### src/rtl/hack_pkg.sv
// Shared types and constants for the instruction fetch path.
package hack_pkg;

  typedef enum logic [1:0] {
    S_ADDR  = 2'd0,
    S_WAIT  = 2'd1,
    S_ISSUE = 2'd2,
    S_FAULT = 2'd3
  } fetch_state_e;

  localparam logic [15:0] INSTR_RESET = 16'h0000;

endpackage

### src/rtl/fetch_timer.sv
// ROM wait-cycle counter; expired is asserted while the count equals TIMEOUT.
module fetch_timer #(
  parameter int unsigned TIMEOUT = 255
) (
  input  logic clock,
  input  logic reset_n,
  input  logic clear,
  input  logic en,
  output logic expired
);

  localparam logic [7:0] LIMIT = 8'(TIMEOUT);

  logic [7:0] count_q;
  logic [7:0] count_d;

  always_comb begin
    count_d = count_q;
    if (clear) begin
      count_d = 8'd0;
    end else if (en) begin
      count_d = count_q + 8'd1;
    end
  end

  always_ff @(posedge clock) begin
    if (!reset_n) begin
      count_q <= 8'd0;
    end else begin
      count_q <= count_d;
    end
  end

  assign expired = (count_q == LIMIT);

endmodule

### src/rtl/instr_fetch.sv
// Instruction fetch unit: single-entry cache in front of a handshaked ROM,
// issuing one cpu_en pulse per instruction and faulting on ROM timeout.
module instr_fetch
  import hack_pkg::*;
#(
  parameter int unsigned TIMEOUT = 255
) (
  input  logic        clock,
  input  logic        reset_n,
  input  logic [14:0] pc,
  output logic        cpu_en,
  output logic [15:0] instruction,
  output logic        rom_req,
  output logic [14:0] rom_addr,
  input  logic        rom_ack,
  input  logic [15:0] rom_data,
  output logic        fault
);

  fetch_state_e state_q;
  logic         cpu_en_q;
  logic         rom_req_q;
  logic         fault_q;
  logic         cache_valid_q;
  logic [14:0]  rom_addr_q;
  logic [14:0]  cache_addr_q;
  logic [15:0]  instr_q;

  logic hit;
  logic timer_clear;
  logic timer_en;
  logic timer_expired;

  assign hit = cache_valid_q && (pc == cache_addr_q);

  // The miss cycle is counted too, so the count reaches TIMEOUT in the TIMEOUT-th S_WAIT cycle.
  assign timer_clear = (state_q == S_WAIT) && rom_ack;
  assign timer_en    = ((state_q == S_ADDR) && !hit) ||
                       ((state_q == S_WAIT) && !rom_ack && !timer_expired);

  fetch_timer #(
    .TIMEOUT(TIMEOUT)
  ) u_timer (
    .clock  (clock),
    .reset_n(reset_n),
    .clear  (timer_clear),
    .en     (timer_en),
    .expired(timer_expired)
  );

  always_ff @(posedge clock) begin
    if (!reset_n) begin
      state_q       <= S_ADDR;
      cpu_en_q      <= 1'b0;
      rom_req_q     <= 1'b0;
      rom_addr_q    <= 15'd0;
      instr_q       <= INSTR_RESET;
      fault_q       <= 1'b0;
      cache_valid_q <= 1'b0;
      cache_addr_q  <= 15'd0;
    end else begin
      cpu_en_q <= 1'b0;
      case (state_q)
        S_ADDR: begin
          if (hit) begin
            cpu_en_q <= 1'b1;
            state_q  <= S_ISSUE;
          end else begin
            rom_addr_q <= pc;
            rom_req_q  <= 1'b1;
            state_q    <= S_WAIT;
          end
        end
        S_WAIT: begin
          if (rom_ack) begin
            instr_q       <= rom_data;
            cache_addr_q  <= rom_addr_q;
            cache_valid_q <= 1'b1;
            rom_req_q     <= 1'b0;
            cpu_en_q      <= 1'b1;
            state_q       <= S_ISSUE;
          end else if (timer_expired) begin
            rom_req_q <= 1'b0;
            fault_q   <= 1'b1;
            state_q   <= S_FAULT;
          end
        end
        S_ISSUE: begin
          state_q <= S_ADDR;
        end
        S_FAULT: begin
          state_q <= S_FAULT;
        end
      endcase
    end
  end

  assign cpu_en      = cpu_en_q;
  assign instruction = instr_q;
  assign rom_req     = rom_req_q;
  assign rom_addr    = rom_addr_q;
  assign fault       = fault_q;

endmodule

### config.mk
export PLATFORM = sky130hd
export DESIGN_NAME = instr_fetch
export DESIGN_NICKNAME = d
export VERILOG_FILES = /design/src/rtl/hack_pkg.sv /design/src/rtl/fetch_timer.sv /design/src/rtl/instr_fetch.sv
export SDC_FILE = /design/constraint.sdc
export NUM_CORES = 1
export LEC_CHECK = 0
export CAP_MARGIN = 0
export CORE_ASPECT_RATIO = 1.1
export CORE_MARGIN = 5
export CORE_UTILIZATION = 40
export DETAILED_ROUTE_END_ITERATION = 16
export PLACE_DENSITY = 0.76
export SETUP_SLACK_MARGIN = 0.3
export SYNTH_ARGS = -nofsm -noshare
export SYNTH_HDL_FRONTEND = slang
export SYNTH_SLANG_ARGS = --single-unit
### constraint.sdc
create_clock -name clock -period 3.7 [get_ports clock]
set_clock_uncertainty 0.1 [all_clocks]
set_input_delay 0.37 -clock clock [delete_from_list [all_inputs] [get_ports clock]]
set_output_delay 0.37 -clock clock [all_outputs]
set_load 0.01 [all_outputs]
# Yosys cells after proc, flatten, opt, wreduce, memory -nomap -nowiden

Cells that the tools add are included.

Bits in registers: 60
Logic and storage cells: 47

Equal/unequal tests: 7
Bitwise operators: 3
Add/subtract/negate cells: 1
Muxes and demuxes: 11
Reductions and logical operators: 16

Operator list:

| operator            | number |
|---|---|
| $eq 15x15->1        | 1 |
| $add 8x1->8 const B | 1 |
| $eq 8x8->1 const B  | 1 |
| $pmux 2 s4          | 1 |
| $mux 2              | 3 |
| $reduce_and 3->1    | 2 |
| $logic_and 1x1->1   | 5 |
| $mux 1              | 5 |
| $eq 2x2->1 const B  | 2 |
| $pmux 1 s2          | 2 |
| $reduce_and 2->1    | 2 |
| $logic_not 1->1     | 3 |
| $ne 3x3->1 const B  | 1 |
| $not 1->1           | 3 |
| $eq 2x1->1 const B  | 1 |
| $logic_not 2->1     | 1 |
| $ne 2x2->1 const B  | 1 |
| $reduce_bool 2->1   | 1 |
| $reduce_or 2->1     | 1 |
| $logic_or 1x1->1    | 1 |

# Logic depth before layout (Yosys ltp)

Gate-level depths: netlist of the first run.

Depth in word-level cells: 5
Depth in mapped cells: 7
Depth with buffers taken out: 5

# Hierarchy

From an unflattened synthesis of the first run, not the netlist that was laid out.

Cell total of the unflattened synthesis: 283
Area total of the unflattened synthesis: 2476.1 um^2

By module, submodules not included:

| module      | instances | area an instance (um^2) | cells each | sequential area each (um^2) |
|---|---|---|---|---|
| instr_fetch | 1         | 2122.0                  | 243        | 1041.0 |
| fetch_timer | 1         | 354.1                   | 40         | 160.2 |

# Least setup slack after synthesis of the first run

No wires, ideal clock.

Kind: input to register
Start point: input port pc[12]
End point: register u_timer.count_q[0]
Data arrival time: 1.664 ns
Stages: 6
Slack: 1.864 ns
Cell sequence: xnor2_1 -> nand4_1 -> or4_1 -> buf_2 -> a21oi_2 -> mux2i_1

Word-level cells in the longest chain between the ends: 5

Ends and longest elaborated chain:

| what                   | line              | source |
|---|---|---|
| start: declaration     | instr_fetch.sv:10 | `input logic [14:0] pc,` |
| $eq 15x15->1           | instr_fetch.sv:34 | `assign hit = cache_valid_q && (pc == cache_addr_q);` |
| $logic_and 1x1->1      | instr_fetch.sv:34 |  |
| $logic_not 1->1        | instr_fetch.sv:38 | `assign timer_en = ((state_q == S_ADDR) && !hit) \|\|` |
| $logic_and 1x1->1      | instr_fetch.sv:38 |  |
| $logic_or 1x1->1       | instr_fetch.sv:38 |  |
| end signal: assignment | fetch_timer.sv:30 | `count_q <= count_d;` |
| end: declaration       | fetch_timer.sv:14 | `logic [7:0] count_q;` |

Every way passes these cells.
A chain may end at the register's enable or synchronous reset.

# Worst setup path after layout of the first run

Start point: input port pc[12]
End point: register u_timer.count_q[1]

The elaborated chain is that of the path after synthesis.

==> out/results.ini, run 1 <==
[clock_network]
cts_resized = 0
cts_tree = built
insertion_delay_ns = 0.34
cts_sinks = 60
post-cts-setup-buffer-count = 0
cts_hold_buf = 0
clockRootBuffer = clkbuf_8
cts_made_buffers = 9
clk_pin_slew_worst_paths_ns = 0.07
cts_buffer_depth = 2
cts-htree-levels = 3

[critical_path]
rr_startpoint = cache_addr_q[12]
cp_slowest_cell = or4_1
cpPeakStageDelay_ns = 0.93
worst-path-buf-inv = 1
critPathMaxFanout = 20
start_kind = input port
path_cells = clkdlybuf4s50_1 -> xnor2_1 -> nand4_1 -> or4_1 -> a21oi_2 -> mux2i_1
worst_setup_path_end_kind = flip-flop
cp.arrival_ns = 2.66
required_ns = 3.87
worstRegToRegCells = 5
cp_top_family = simple AND/OR/NAND/NOR gates
path_class = in2reg
r2r_slack_ns = 1.38
reg2reg_to = u_timer.count_q[1]

[placement]
place_congestion = 0.755
place_inst = 446
dp_hpwl_um = 4520
place_area_sq_um = 3380
port_buffers = 67
place_ws_ns = 0.879

[floorplan]
core_sq_um = 6520
die-height_um = 95.5
std_cell_rows = 31
die_w_um = 87.7
io_pins = 68
die_area_sq_um = 8380
initial_utilization_pct = 40.8

[synth]
yosys.area_share.simple_pct = 22.7
yosysUniqueCellTypes = 31
yosysSeqAreaShare_pct = 45.2
synth-xor-area-share_pct = 4.94
synth_top_family_by_area = simple AND/OR/NAND/NOR gates
synth_flop_cell = dfxtp_1
synth-compound-area-share_pct = 20.2
yosys.area.top_type = dfxtp_1
ys_ff_latch = 60
synth_edf_count = 0
synth.area.top_cells = dfxtp_1 (45%), a21boi_0 (13%), nand2_1 (10%), xnor2_1 (4.9%), nand3_1 (4.3%)
yosys.area_share.adder_pct = 0.471
syn_inst = 317
netlist_area_sq_um = 2660
syn_area_per_cell_sq_um = 8.39
ys_warn_count = 0
synthArstFlopShare_pct = 0
synth.mux.area_fraction_pct = 2.64
synth_top_area_share_pct = 45.2
syn_nets = 352

[sta]
worstMarginPinSlew_ns = 0.813
setup_slack_ns = 1.21
slew_headroom_pct = 45.6
rsz0062_at_grt = false
fin_crit_ns = 2.49
tns_ns = 0
hold_violations = 0
drv_slew = 0
setup_violations = 0
fmax_mhz = 402
finalCritPeriodShare_pct = 67.2

[drt]
wl_um = 6660
ant_nets = 0
viasPerCell = 5.17
dr.first_iter.drc_count = 134
wl_per_cell_um = 14.4
vias = 2388
dr.pass1.iters = 4
drc = 0

[power_and_ir_drop]
leakagePower_uw = 0.00120
powerDensity_nw_per_um2 = 416
ir_worst_vdd_uv = 223

[cells_and_area]
fin_util_pct = 54.6
multiInputGateArea_sq_um = 1360
drive_gt1_share_pct = 6.58
instances_no_fill = 462
final_cell_area_sq_um = 3560
num-nets-final = 410
antenna_cells = 0
syn_to_final_growth_pct = 33.8
fillers = 616
area.sequential_sq_um = 1200

[worst_hold_path]
hp-start = instruction[0]
hold-path-endpoint = instruction[0]
whs_path_depth = 2
min_path_type = reg2reg

[global_route]
overflow = 0
antenna_found_initial = 0
grt_pass1_wl_um = 11000
grt_usage_pct = 17.0
first_global_vias = 2388
grt_start_max_net_pins = 40

[outcome]
status = completed

[run]
cap_viol_max_count = 0

-- per-stage QoR --
stage / power (uW) / hold slack [ns]
5_1_grt: 1550 / 0.394
6_report: 1480 / 0.363
3_3_place_gp: 960 / 0.349
2_1_floorplan: 842 / 0.338
4_1_cts: 1490 / 0.365
3_5_place_dp: 967 / 0.355
-- worst register-to-register path, cell delays in order, from the launching register on --
cell     delay (ns)
dfxtp_1        0.32
xnor2_1        0.21
nand4_1        0.17
or4_1          0.93
a21oi_2        0.33
mux2i_1        0.20
-- synthesized netlist by cell type, types with 4 or more instances --
library cell  number
a21boi_0          45
clkbuf_1          21
dfxtp_1           60
nand4_1            9
nor3b_1            4
a21oi_1            5
mux2i_1            7
nand2b_1           6
o21ai_0           23
nand3_1           23
xnor2_1           15
nand2_1           72
-- final cells by class --
type | count | share of cell area, %
Multi-Input combinational cell | 230 | 38.2
Sequential cell | 60 | 33.8
Timing Repair Buffer | 72 | 19.9
Clock buffer | 10 | 3.87
Tap cell | 82 | 2.88
Clock inverter | 6 | 1.13
Inverter | 2 | 0.211
-- cell usage in the layout, fill, tap and decap left out, types with 7 or more instances in the layout --
cell type        count
clkdlybuf4s50_1     67
mux2i_1              7
o21ai_0             23
nand4_1              9
xnor2_1             15
nand2_1             72
clkbuf_8            10
nand3_1             23
dfxtp_1             60
a21boi_0            45
-- registers in the layout, summed over array words and instances, names as in the netlist --
name             flops
u_timer.count_q      8
rom_addr            15
fault                1
cache_valid_q        1
cache_addr_q        15
cpu_en               1
state_q              2
instruction         16
rom_req              1
-- where the power goes --
group | switching [uW] | internal, uW
registers | 25.7 | 683
logic | 118 | 123
clock network | 272 | 259
total | 415 | 1070
-- worst max-delay path by stage --
stage,startpoint,end,slack [ns],cells past startpoint
after floorplan,pc[12],u_timer.count_q[0],1.86,6
after global placement,pc[12],u_timer.count_q[1],0.97,6
after detailed placement,pc[12],u_timer.count_q[1],0.88,6
after CTS,pc[12],u_timer.count_q[1],1.22,6
after global routing,pc[14],u_timer.count_q[1],1.14,6
final,pc[12],u_timer.count_q[1],1.21,6
-- cells by family after synthesis --
| logic type | after synthesis |
|---|---|
| and+or+nand+nor | 129 |
| AOI/OAI and AO/OA | 78 |
| DFF | 60 |
| buffers and inverters | 27 |
| xor gates and xnor gates | 15 |
| muxes | 7 |
| adders and majority gates | 1 |
-- metal layers --
layer / wire length (um) / global-route usage [%] / vias to the layer above
met1: 2880 / 20.1 / 1118
li1: - / - / 1195
met3: 467 / 5.36 / 14
met5: 0 / 0 / -
met4: 155 / 9.21 / 0
met2: 3160 / 27.4 / 61
(Power assumes the default switching activity.)
==> inputs of run 2 (changes only) <==
==> constraint.sdc (replaced) <==
create_clock -name clock -period 2.36 [get_ports clock]
set_clock_uncertainty 0.1 [all_clocks]
set_input_delay 0.236 -clock clock [delete_from_list [all_inputs] [get_ports clock]]
set_output_delay 0.236 -clock clock [all_outputs]
set_load 0.01 [all_outputs]
==> out/results.ini, run 2 (synthesis results as in run 1) <==
[cells_and_area]
syn_to_final_growth_pct = 38.5
drive_gt1_share_pct = 8.55
num-nets-final = 416
final_common_cell = nand2_1
final_cell_mix = nand2_1 (72), clkdlybuf4s50_1 (67), dfxtp_1 (60), a21boi_0 (45), nand3_1 (23)
largest_register_ffs = 16
fin_util_pct = 56.5
final_cell_area_sq_um = 3680
antenna_cells = 0

[critical_path]
cpPeakStageDelay_ns = 0.58
cp.arrival_ns = 2.08
worstRegToRegCells = 5
cp_slowest_cell = or4_4
worst-path-buf-inv = 1
start_kind = input port
critPathMaxFanout = 3
cp.depth = 6
path_class = in2reg
required_ns = 2.53
path_cells = clkdlybuf4s50_1 -> xnor2_1 -> nand4_1 -> or4_4 -> a21oi_2 -> mux2i_1
worst_setup_path_end_kind = flip-flop
cp_top_family = simple AND/OR/NAND/NOR gates

[drt]
dr.pass1.iters = 4
dr.first_iter.drc_count = 134
highest_layer = met4
drc = 0
vias = 2411
dr_wl_met3_um = 474
wl_met1_um = 2910
wl_per_cell_um = 14.4
ant_nets = 0
viasPerCell = 5.15
wl_met2_um = 3180
wl_um = 6720

[power_and_ir_drop]
finalPower_uw = 2570
ir_worst_vdd_uv = 344
combPwrFrac_pct = 15.2
p_clk_share_pct = 41.7
leakagePower_uw = 0.00126
power.internal_uw = 1930
powerDensity_nw_per_um2 = 699
p_sw_share_pct = 25.2
seqPwrFrac_pct = 43.2
switchingPower_uw = 649

[sta]
rsz0062_at_grt = false
finalCritPeriodShare_pct = 81.2
drv_slew = 0
worstMarginPinSlew_ns = 0.565
fmax_mhz = 522
setup_violations = 0
hold_violations = 0
fin_crit_ns = 1.92
holdWs_ns = 0.350
slew_headroom_pct = 62.2
tns_ns = 0

[clock_network]
cts-htree-levels = 3
cts_sinks = 60
clockRootBuffer = clkbuf_8
post-cts-setup-buffer-count = 0
cts_tree = built
cts_buffer_depth = 2
cts_made_buffers = 9
clk_pin_slew_worst_paths_ns = 0.07
insertion_delay_ns = 0.34

[placement]
place_congestion = 0.850
dp_hpwl_um = 4550
port_buffers = 67
place_area_sq_um = 3440

[floorplan]
die_w_um = 87.7
io_pins = 68
die-height_um = 95.5
die_area_sq_um = 8380
core_sq_um = 6520
std_cell_rows = 31
initial_utilization_pct = 40.8

[global_route]
first_global_vias = 2379
overflow = 0
grt_usage_pct = 17.1
grt_start_max_net_pins = 39
antenna_found_initial = 0
grt_pass1_wl_um = 11000

[worst_hold_path]
min_path_type = in2reg
whs_path_depth = 3

[outcome]
status = completed

[run]
cap_viol_max_count = 0

run 2: cell count changes in the layout (fill, tap and decap cells not counted), sizes merged:
cell	previous run	this run
clkinvlp	1	2
buf	5	11
clkbuf	10	11
bufinv	0	2
clkinv	5	1
run 2: tightest hold or removal path, cell delays in order:
cell and delay, ns:
clkdlybuf4s50_1 0.39, nand2_1 0.05, a21boi_0 0.06
run 2: cell type report:
| cell class | instances | area [sq um] |
|---|---|---|
| multi-input cells | 230 | 1370 |
| clock inverters | 5 | 83.8 |
| repair buffers | 78 | 766 |
| clock buffers | 11 | 151 |
| flip-flops and latches | 60 | 1200 |
| inverters | 2 | 7.51 |
| fillers | 595 | 2830 |
| well taps | 82 | 103 |
run 2: repair_timing:
action	CTS	global route
hold buffers	0	0
setup endpoints to repair	0	20
gates resized for setup	0	3
run 2: stage by stage:
stage	std cells	setup WS (ns)
floorplan	317	0.573
global placement	452	-0.0308
detailed placement	452	-0.0579
CTS	468	0.309
global route	468	0.317
finish	468	0.443
run 2: final timing paths:
kind	start	endpoint	slack, ns
hold / removal	rom_data[10]	instruction[10]	0.35
hold reg to reg	instruction[6]	instruction[6]	0.36
setup reg to reg	state_q[0]	u_timer.count_q[7]	0.49
setup / recovery	pc[0]	u_timer.count_q[1]	0.44
run 2: power groups by stage:
stage | combinational, uW | clock (uW) | sequential (uW)
CTS | 392 | 1100 | 1110
global route | 428 | 1150 | 1120
floorplan | 176 | 0 | 1140
global placement | 382 | 0 | 1130
detailed placement | 390 | 0 | 1130
finish | 391 | 1070 | 1110
run 2: per-layer routing:
layer | vias up | GRT usage, %
met4 | 0 | 10.7
met5 | - | 0
met3 | 12 | 5.36
li1 | 1209 | -
met1 | 1123 | 19.6
met2 | 67 | 27.4
==> inputs of run 3 (changes only) <==
--- a/config.mk
+++ b/config.mk
@@ -10,7 +10,7 @@
 export CORE_MARGIN = 5
 export CORE_UTILIZATION = 40
 export DETAILED_ROUTE_END_ITERATION = 16
-export PLACE_DENSITY = 0.76
+export PLACE_DENSITY = 0.79
 export SETUP_SLACK_MARGIN = 0.3
 export SYNTH_ARGS = -nofsm -noshare
 export SYNTH_HDL_FRONTEND = slang
==> constraint.sdc (replaced) <==
create_clock -name clock -period 1.6 [get_ports clock]
set_clock_uncertainty 0.1 [all_clocks]
set_input_delay 0.16 -clock clock [delete_from_list [all_inputs] [get_ports clock]]
set_output_delay 0.16 -clock clock [all_outputs]
set_load 0.01 [all_outputs]
==> out/results.ini, run 3 (synthesis results as in run 1) <==
[outcome]
status = finished, violations left
failed_checks = negative setup slack

[cells_and_area]
num-nets-final = 446
largest_register_ffs = 16
drive_gt1_share_pct = 42.8
syn_to_final_growth_pct = 69.2
final_common_cell = nand2_1
instances_no_fill = 498
antenna_cells = 0
final_cell_area_sq_um = 4500
final_cell_mix = nand2_1 (40), dfxtp_1 (38), clkdlybuf4s50_1 (29), a21boi_1 (27)

[global_route]
overflow = 0
grt_pass1_wl_um = 13200
antenna_found_initial = 0
grt_start_max_net_pins = 43
first_global_vias = 2664
grt_usage_pct = 20.8

[floorplan]
io_pins = 68
die-height_um = 95.5
die_w_um = 87.7
die_area_sq_um = 8380
core_sq_um = 6520
std_cell_rows = 31
initial_utilization_pct = 40.8

[clock_network]
clockRootBuffer = clkbuf_8
cts_sinks = 60
clk_pin_slew_worst_paths_ns = 0.07
cts_buffer_depth = 2
cts_tree = built
cts_made_buffers = 9
cts_hold_buf = 0
cts-htree-levels = 3
insertion_delay_ns = 0.35

[drt]
wl_per_cell_um = 19.1
wl_um = 9520
vias = 2741
viasPerCell = 5.50
dr.pass1.iters = 4
ant_nets = 0
dr.first_iter.drc_count = 211
drc = 0

[critical_path]
crit_start = cache_addr_q[4]
worst_setup_path_end_kind = flip-flop
required_ns = 1.80
critPathMaxFanout = 6
start_kind = flip-flop
cp.arrival_ns = 2.10
rr_startpoint = cache_addr_q[4]
path_class = reg2reg

[sta]
hold_violations = 0
drv_slew = 0
setup_slack_ns = -0.306
worstMarginPinSlew_ns = 0.453
fmax_mhz = 525
rsz0062_at_grt = true
fin_crit_ns = 1.91
slew_headroom_pct = 69.7
finalCritPeriodShare_pct = 119
setup_violations = 27

[worst_hold_path]
min_path_type = in2reg
hp-start = pc[14]

[power_and_ir_drop]
powerDensity_nw_per_um2 = 945
leakagePower_uw = 0.00180
finalPower_uw = 4250
ir_worst_vdd_uv = 519

[placement]
place_inst = 468
dp_hpwl_um = 4820
port_buffers = 67
place_area_sq_um = 3610
place_congestion = 0.788

[run]
cap_viol_max_count = 0

## run 3: critical path: stages, from the launching register on
cell and delay (ns):
dfxtp_2 0.34, xnor2_2 0.18, nand4_1 0.18, or4_4 0.62, buf_12 0.17, o21ai_2 0.12, and2_4 0.15
## run 3: where the power goes
group / switching (uW) / internal [uW] / total (uW)
logic: 414 / 420 / 834
registers: 87.6 / 1580 / 1670
clock network: 626 / 1120 / 1740
total: 1130 / 3120 / 4250
## run 3: repair_timing
action	CTS	global route
endpoints found under the setup margin	93	68
cloned	6	0
pin swaps	54	36
gates resized for setup	144	123
buffers inserted	7	1
## run 3: per-layer routing
metal / vias to the layer above / GRT usage [%] / share of wire, %
li1: 1272 / - / -
met1: 1335 / 23.7 / 38
met2: 108 / 36.3 / 54
met3: 26 / 5.27 / 5.5
met4: 0 / 9.21 / 2.6
met5: - / 0 / 0
## run 3: metrics by stage
| stage | setup TNS [ns] | setup WS, ns | hold WS [ns] | util (%) |
|---|---|---|---|---|
| floorplan | -1.24 | -0.112 | 0.205 | - |
| global placement | -14.53 | -0.574 | 0.348 | 55.4 |
| detailed placement | -15.26 | -0.582 | 0.355 | 55.4 |
| CTS | -4.24 | -0.183 | 0.169 | 64.3 |
| global route | -8.38 | -0.363 | 0.0614 | 69.0 |
| finish | -6.96 | -0.306 | 0.0605 | 69.0 |
## run 3: cell type report
cell class                      count  area (sq um)
Fill cell                         464          2020
Multi-Input combinational cell    230          1840
Sequential cell                    60          1230
Timing Repair Buffer              108          1070
Clock buffer                       12           155
Tap cell                           82           103
Clock inverter                      4          95.1
Inverter                            2          10.0
## run 3: path summary, 6_finish.rpt
check | end | slack (ns) | depth (start not counted)
hold reg to reg | cache_addr_q[14] | 0.36 | 2
setup / recovery | cpu_en | -0.31 | 6
hold / removal | rom_addr[14] | 0.06 | 3
setup reg to reg | cpu_en | -0.31 | 6
